## config.mk

```make
export PLATFORM = sky130hd
export DESIGN_NAME = shifter_pipe
export DESIGN_NICKNAME = d
export VERILOG_FILES = /design/src/rtl/shifter_pkg.sv /design/src/rtl/shifter_stage.sv /design/src/rtl/shifter_pipe.sv
export SDC_FILE = /design/constraint.sdc
export NUM_CORES = 1
export LEC_CHECK = 0
export ABC_AREA = 1
export CORE_ASPECT_RATIO = 0.8
export CORE_MARGIN = 1
export CORE_UTILIZATION = 59
export DETAILED_ROUTE_END_ITERATION = 10
export MAX_ROUTING_LAYER = met4
export PLACE_DENSITY = 0.88
export SLEW_MARGIN = 20
export SYNTH_ARGS = -nofsm -noshare
export SYNTH_HDL_FRONTEND = slang
export SYNTH_HIERARCHICAL = 1
export SYNTH_SLANG_ARGS = --single-unit
```

## constraint.sdc

```tcl
create_clock -name clk -period 6.9 [get_ports clk]
set_input_delay 1.035 -clock clk [delete_from_list [all_inputs] [get_ports clk]]
set_output_delay 1.035 -clock clk [all_outputs]
set_load 0.01 [all_outputs]
```

## src/rtl/shifter_pkg.sv

```systemverilog
// rtl/shifter_pkg.sv - shift mode encodings shared by the pipelined shifter
package shifter_pkg;

   typedef enum logic [1:0] {
      SHIFT_SLL = 2'b00,
      SHIFT_SRA = 2'b01,
      SHIFT_ROR = 2'b10,
      SHIFT_SRL = 2'b11
   } shift_mode_t;

endpackage

```

## src/rtl/shifter_stage.sv

```systemverilog
// rtl/shifter_stage.sv - combinational single-distance shift for all four modes
module shifter_stage
   import shifter_pkg::*;
#(
   parameter int WIDTH = 16,
   parameter int DIST  = 1
) (
   input  logic             en,
   input  shift_mode_t      mode,
   input  logic [WIDTH-1:0] din,
   output logic [WIDTH-1:0] dout
);

   always_comb begin
      dout = din;
      if (en) begin
         case (mode)
            SHIFT_SLL: dout = din << DIST;
            SHIFT_SRA: dout = {{DIST{din[WIDTH-1]}}, din[WIDTH-1:DIST]};
            SHIFT_SRL: dout = din >> DIST;
            SHIFT_ROR: dout = {din[DIST-1:0], din[WIDTH-1:DIST]};
            default:   dout = din;
         endcase
      end
   end

endmodule

```

## src/rtl/shifter_pipe.sv

```systemverilog
// rtl/shifter_pipe.sv - pipelined log barrel shifter with valid/ready and tag
// Optional result flags (out_zero/out_neg) enabled by SHIFTER_PIPE_FLAGS_EN.
module shifter_pipe
   import shifter_pkg::*;
#(
   parameter  int WIDTH   = 16,
   parameter  int TAG_W   = 4,
   localparam int SHAMT_W = $clog2(WIDTH)
) (
   input  logic               clk,
   input  logic               rst,
   input  logic               in_valid,
   output logic               in_ready,
   input  logic [WIDTH-1:0]   in_data,
   input  logic [SHAMT_W-1:0] in_shamt,
   input  logic [1:0]         in_mode,
   input  logic [TAG_W-1:0]   in_tag,
   output logic               out_valid,
   input  logic               out_ready,
   output logic [WIDTH-1:0]   out_data,
   output logic [TAG_W-1:0]   out_tag,
   output logic               out_zero,
   output logic               out_neg
);

   localparam int S = SHAMT_W;

   // Index 0 captures the accepted operation; index k+1 holds it after stage k.
   logic                valid_q [0:S];
   logic [WIDTH-1:0]    data_q  [0:S];
   logic [TAG_W-1:0]    tag_q   [0:S];
   shift_mode_t         mode_q  [0:S-1];
   logic [SHAMT_W-1:0]  shamt_q [0:S-1];
   logic [WIDTH-1:0]    shifted [0:S-1];
   logic                advance;
   logic                unused_shamt;

   assign advance  = !valid_q[S] || out_ready;
   assign in_ready = advance;

   for (genvar k = 0; k < S; k++) begin : g_stage
      shifter_stage #(
         .WIDTH (WIDTH),
         .DIST  (1 << k)
      ) u_stage (
         .en   (shamt_q[k][k]),
         .mode (mode_q[k]),
         .din  (data_q[k]),
         .dout (shifted[k])
      );
   end

   always_ff @(posedge clk) begin
      if (rst) begin
         for (int k = 0; k <= S; k++) begin
            valid_q[k] <= 1'b0;
            data_q[k]  <= '0;
            tag_q[k]   <= '0;
         end
         for (int k = 0; k < S; k++) begin
            mode_q[k]  <= SHIFT_SLL;
            shamt_q[k] <= '0;
         end
      end else if (advance) begin
         // Data is captured even for bubbles; only the valid bit marks them.
         valid_q[0] <= in_valid;
         data_q[0]  <= in_data;
         tag_q[0]   <= in_tag;
         mode_q[0]  <= shift_mode_t'(in_mode);
         shamt_q[0] <= in_shamt;
         for (int k = 0; k < S; k++) begin
            valid_q[k+1] <= valid_q[k];
            data_q[k+1]  <= shifted[k];
            tag_q[k+1]   <= tag_q[k];
         end
         for (int k = 0; k < S-1; k++) begin
            mode_q[k+1]  <= mode_q[k];
            shamt_q[k+1] <= shamt_q[k];
         end
      end
   end

   // Each stage only consumes its own amount bit; fold the rest away.
   always_comb begin
      unused_shamt = 1'b0;
      for (int k = 0; k < S; k++) begin
         for (int b = 0; b < SHAMT_W; b++) begin
            if (b != k) unused_shamt = unused_shamt ^ shamt_q[k][b];
         end
      end
   end

   assign out_valid = valid_q[S];
   assign out_data  = data_q[S];
   assign out_tag   = tag_q[S];

`ifdef SHIFTER_PIPE_FLAGS_EN
   logic zero_q;
   logic neg_q;

   always_ff @(posedge clk) begin
      if (rst) begin
         zero_q <= 1'b0;
         neg_q  <= 1'b0;
      end else if (advance) begin
         zero_q <= (shifted[S-1] == '0);
         neg_q  <= shifted[S-1][WIDTH-1];
      end
   end

   assign out_zero = zero_q;
   assign out_neg  = neg_q;
`else
   assign out_zero = 1'b0;
   assign out_neg  = 1'b0;
`endif

endmodule

```

==> results of run 1 <==
[where the power goes]
part	internal, mW	switching (mW)
logic	0.0757	0.121
clock network	0.483	0.297
registers	0.864	0.0275
total	1.42	0.445
[layout make-up]
cell class                 count  area [sq um]
inverter                     190         713.2
clock inverter                10         78.83
clock buffer                  20         436.7
timing repair buffer          54         533.0
fill                         793          3451
tap                          144         180.2
sequential                   123          3694
multi-input combinational    403          2017
[metal layers]
layer / share of wire, % / up-vias
met4: 3.0 / 0
met2: 53 / 164
li1: - / 2340
met5: 0 / -
met3: 4.9 / 37
met1: 39 / 2173
[through the flow]
stage	hold WS [ns]	power [mW]	util, %
2_1_floorplan	0.5191	1.064	-
3_3_place_gp	0.5226	1.085	64.28
3_5_place_dp	0.5291	1.098	64.28
4_1_cts	0.5433	1.877	68.92
5_1_grt	0.5674	1.940	68.92
6_report	0.5401	1.869	68.92
[state kept, by name, summed over array words and instances (netlist names)]
signal   count
data_q      80
tag_q       20
shamt_q     10
mode_q       8
valid_q      5
[final timing paths]
check                                   start             end  slack, ns  cells after the start
worst min register to register  shamt_q[0][6]  shamt_q[0][10]       0.54                      2
worst max-delay path                out_ready        in_ready       3.68                      4
worst min-delay path            shamt_q[0][6]  shamt_q[0][10]       0.54                      2
worst max register to register     valid_q[4]    mode_q[0][0]       4.53                      4
[synthesized netlist by cell type, drive strengths merged]
library cell	count	area share, %
inv	190	10
edfxtp	123	54
conb	1	0.055
buf	52	6.6
nor2	166	12
nand3	60	5.2
nand2	138	8.4
clkbuf	1	0.20
o21ai	37	3.4
[worst max-delay path, cell delays in order]
cell and delay (ns):
clkdlybuf4s50_1 0.47, inv_2 0.05, nand2_2 0.08, clkdlybuf4s50_1 0.54
[cell families (layout without fill, tap and decap cells)]
logic type / count (synthesis) / in the layout
compound gates: 37 / 37
buf+inv: 243 / 274
flops: 123 / 123
other cells: 1 / 2
simple gates: 364 / 364
==> out/summary.txt, run 1 <==
Layout area overhead: 11.40%
TritonCTS Buffers: 17
Final critical-path required period: 3.221 ns
GRT Max-Usage Layer: met2
Drt drc: 0
Antenna viol nets, final: 0
Setup bufs post-CTS: 0
Max VDD drop: 165.4 uV
Commonest cells after routing, fill and taps aside: inv_1 (179), edfxtp_1 (123), nand2_1 (120), nor2_1 (92), nor2_2 (71)
Die height: 98.51 um
Leakage: 3.229 nW
Largest net degree at the start of global routing: 85
Relative slew slack: 32.70%
Placed insts: 914
Xor and xnor area share after synthesis: 0%
Non-filler instance count after layout: 944
CTS max path bufs: 2
Post-DP HPWL: 7332 um
Vias per inst: 4.994
Full die area: 12,080 sq um
Post-Syn Area per Cell: 8.944 sq um
Register bit total from synthesis: 123
Setup-failing EPs final: 0
Core Region: 11,100 sq um
Vias: 4,714
Mux share of post-synthesis cell area: 0%
Outcome: completed
Setup crit end kind: primary output
Resize count post-CTS: 0
Dpl cell area: 7137 sq um
Share of layout cells above drive strength 1: 19.38%
Gr ovfl total: 0
Post-synthesis sequential area ratio: 53.77%
Kind of critical path: in2out
Max-slew violations: 0
Vias in the first global route: 4,681
Routed length per instance: 12.60 um
Final worst-path setup slack: 3.679 ns
Routed wire length: 11,890 um
Initial DRT Pass Iterations: 5
Clock tree sinks: 123
RSZ-0062 raised after global routing: false
Grt met3 use: 5.845%
Fin crit share: 46.68%
Worst-Skew Late Latency: 0.41 ns
WP data required: 5.86 ns
Setup TNS: 0 ns
DRT iter0 DRCs: 399
YS warnings: 6
CTS Root Cell: clkbuf_16
Fmax: 310.5 MHz
Startpoint types: primary input
Max-Cap Viols: 0
Post-Layout Inst Area: 7652 sq um
Main combinational cell family by area after synthesis: simple AND/OR/NAND/NOR gates
Initial Utilization: 61.87%
Synth Cell Area: 6869 sq um
GR Util met1: 23.62%
Crit-path max FO: 2
Worst Hold Class: reg2reg
H-tree levels: 4
Synth Area in Compound Gates: 3.352%
Skew final: 0.007525 ns
Simple-gate share of the synthesized area: 25.65%
RD Place Congestion: 0.8352
Power Dens Cells: 244.2 nW/um^2
Hold Fails Final Rpt: 0
Yosys cell types: 20
CTS clk-pin slew, worst paths: 0.05 ns
Nets: 819
IO Pins: 54
Diodes inserted: 0
Cts hold-fix bufs: 0
Initial antenna violation count: 0
Total track usage: 22.81%
Crit path DAT: 2.19 ns
Pre-CTS setup slack: 3.463 ns
First-pass GRT wire length: 20,440 um
Adder-Cell Fraction of Synth Area: 0%
Die Wd: 122.6 um
GR Util met2: 40.32%
Worst-Margin Slew: 1.010 ns
Post-Syn Instances: 768
Num rows: 34
Count of input and output buffers: 51
Commonest non-fill, non-tap cell in the layout: inv_1
CTS tree: built
No activity file was read; power rests on OpenSTA's default activity.
==> run 2, diff against run 1 <==
Settings changed: CORE_UTILIZATION 59 to 53, PLACE_DENSITY 0.88 to 0.83.
Clock period 6.9 ns to 2.7 ns, I/O delays scaled along.
==> out/summary.txt, run 2 (same netlist as run 1, synthesis figures left out) <==
Resize count post-CTS: 0
Crit path DAT: 1.57 ns
Worst-Margin Slew: 0.9155 ns
WL met2: 5660 um
Routed wire length: 10,880 um
Full die area: 13,420 sq um
Share of layout cells above drive strength 1: 20.54%
Commonest cells after routing, fill and taps aside: inv_1 (179), edfxtp_1 (123), nand2_1 (120), nor2_1 (92), nor2_2 (71)
CTS tree: built
Routed length on met1: 4671 um
Post-DP HPWL: 6933 um
DRT iter0 DRCs: 242
Outcome: completed
Layout area overhead: 14.99%
Biggest registers after layout: data_q x80, tag_q x20, shamt_q x10
Commonest non-fill, non-tap cell in the layout: inv_1
Setup bufs post-CTS: 0
Vias in the first global route: 4,308
Startpoint types: primary input
CTS clk-pin slew, worst paths: 0.06 ns
Overall Power: 5.146 mW
Clock tree sinks: 123
Initial DRT Pass Iterations: 5
Core Region: 12,390 sq um
Diodes inserted: 0
Dpl cell area: 7278 sq um
Hold Fails Final Rpt: 0
First-pass GRT wire length: 19,060 um
RD Place Congestion: 0.8011
RSZ-0062 raised after global routing: false
Vias: 4,549
Initial Utilization: 55.45%
Switch Pwr: 1.192 mW
Max-Cap Viols: 0
H-tree levels: 4
Max layer used: met4
Nets: 825
Num rows: 36
Total track usage: 18.89%
Vias per inst: 4.647
Post-Layout Inst Area: 7899 sq um
Part of the power in registers: 44.1%
Reg with most FFs: data_q
Drt drc: 0
Die height: 103.8 um
CTS max path bufs: 2
Count of input and output buffers: 51
Setup crit end kind: primary output
Metal3 WL: 378 um
Relative slew slack: 38.97%
Worst Hold Class: reg2reg
Kind of critical path: in2out
Power Dens Cells: 651.5 nW/um^2
CTS Root Cell: clkbuf_16
Switching Share: 23.16%
Largest net degree at the start of global routing: 85
Leakage: 3.334 nW
WP data required: 2.30 ns
Max-slew violations: 0
Crit-path max FO: 2
IO Pins: 54
Number of flip-flops in the largest register: 80
Skew final: 0.01172 ns
Final critical-path required period: 1.976 ns
Antenna viol nets, final: 0
Cts hold-fix bufs: 0
Worst-Skew Late Latency: 0.41 ns
Fin crit share: 73.19%
Die Wd: 129.3 um
Comb pwr share: 10.0%
Gr ovfl total: 0
Setup-failing EPs final: 0
Clk pwr share: 45.9%
Fmax: 506.0 MHz
Routed length per instance: 11.12 um
Cell Int Power: 3.954 mW
TritonCTS Buffers: 17
Initial antenna violation count: 0
Max VDD drop: 428.8 uV
Setup TNS: 0 ns
run 2: metal layers:
layer  vias up  global-route usage [%]
met2        96                   31.64
li1       2359                       -
met5         -                       -
met1      2078                   21.55
met4         0                   8.403
met3        16                   4.184
run 2: power groups by stage:
stage | Sequential [mW] | Clock [mW] | Combinational (mW)
final | 2.27 | 2.36 | 0.515
after global routing | 2.28 | 2.48 | 0.586
after CTS | 2.27 | 2.40 | 0.519
after detailed placement | 2.31 | 0 | 0.511
after global placement | 2.30 | 0 | 0.498
after floorplan | 2.28 | 0 | 0.436
run 2: area by class of cell:
type | instances | area (sq um)
fillers | 958 | 4488
multi-input cells | 403 | 2017
flip-flops and latches | 123 | 3694
well taps | 171 | 214.0
inverters | 190 | 713.2
clock buffers | 17 | 425.4
clock inverters | 15 | 195.2
repair buffers | 60 | 640.6
run 2: worst max-delay path: stages:
cell	delay [ns]
clkdlybuf4s50_1	0.47
inv_2	0.06
nand2_2	0.09
clkdlybuf4s50_1	0.55
run 2: path summary, 6_finish.rpt:
path                                    from             to  slack, ns  depth (start not counted)
worst max-delay path               out_ready       in_ready       0.72                          4
worst min-delay path             tag_q[0][3]    tag_q[0][7]       0.55                          2
worst min register to register   tag_q[0][3]    tag_q[0][7]       0.55                          2
worst max register to register  mode_q[0][5]  data_q[0][60]       1.05                          7
run 2: metrics by stage:
step                      util, %  instances  setup WS, ns  hold slack (ns)
final                       63.77        979        0.7238           0.5482
after global placement      58.76        947        0.7301           0.5218
after CTS                   63.77        979        0.7173           0.5490
after detailed placement    58.76        947        0.7180           0.5304
after floorplan                 -        769        0.6765           0.5191
after global routing        63.77        979        0.6740           0.5613
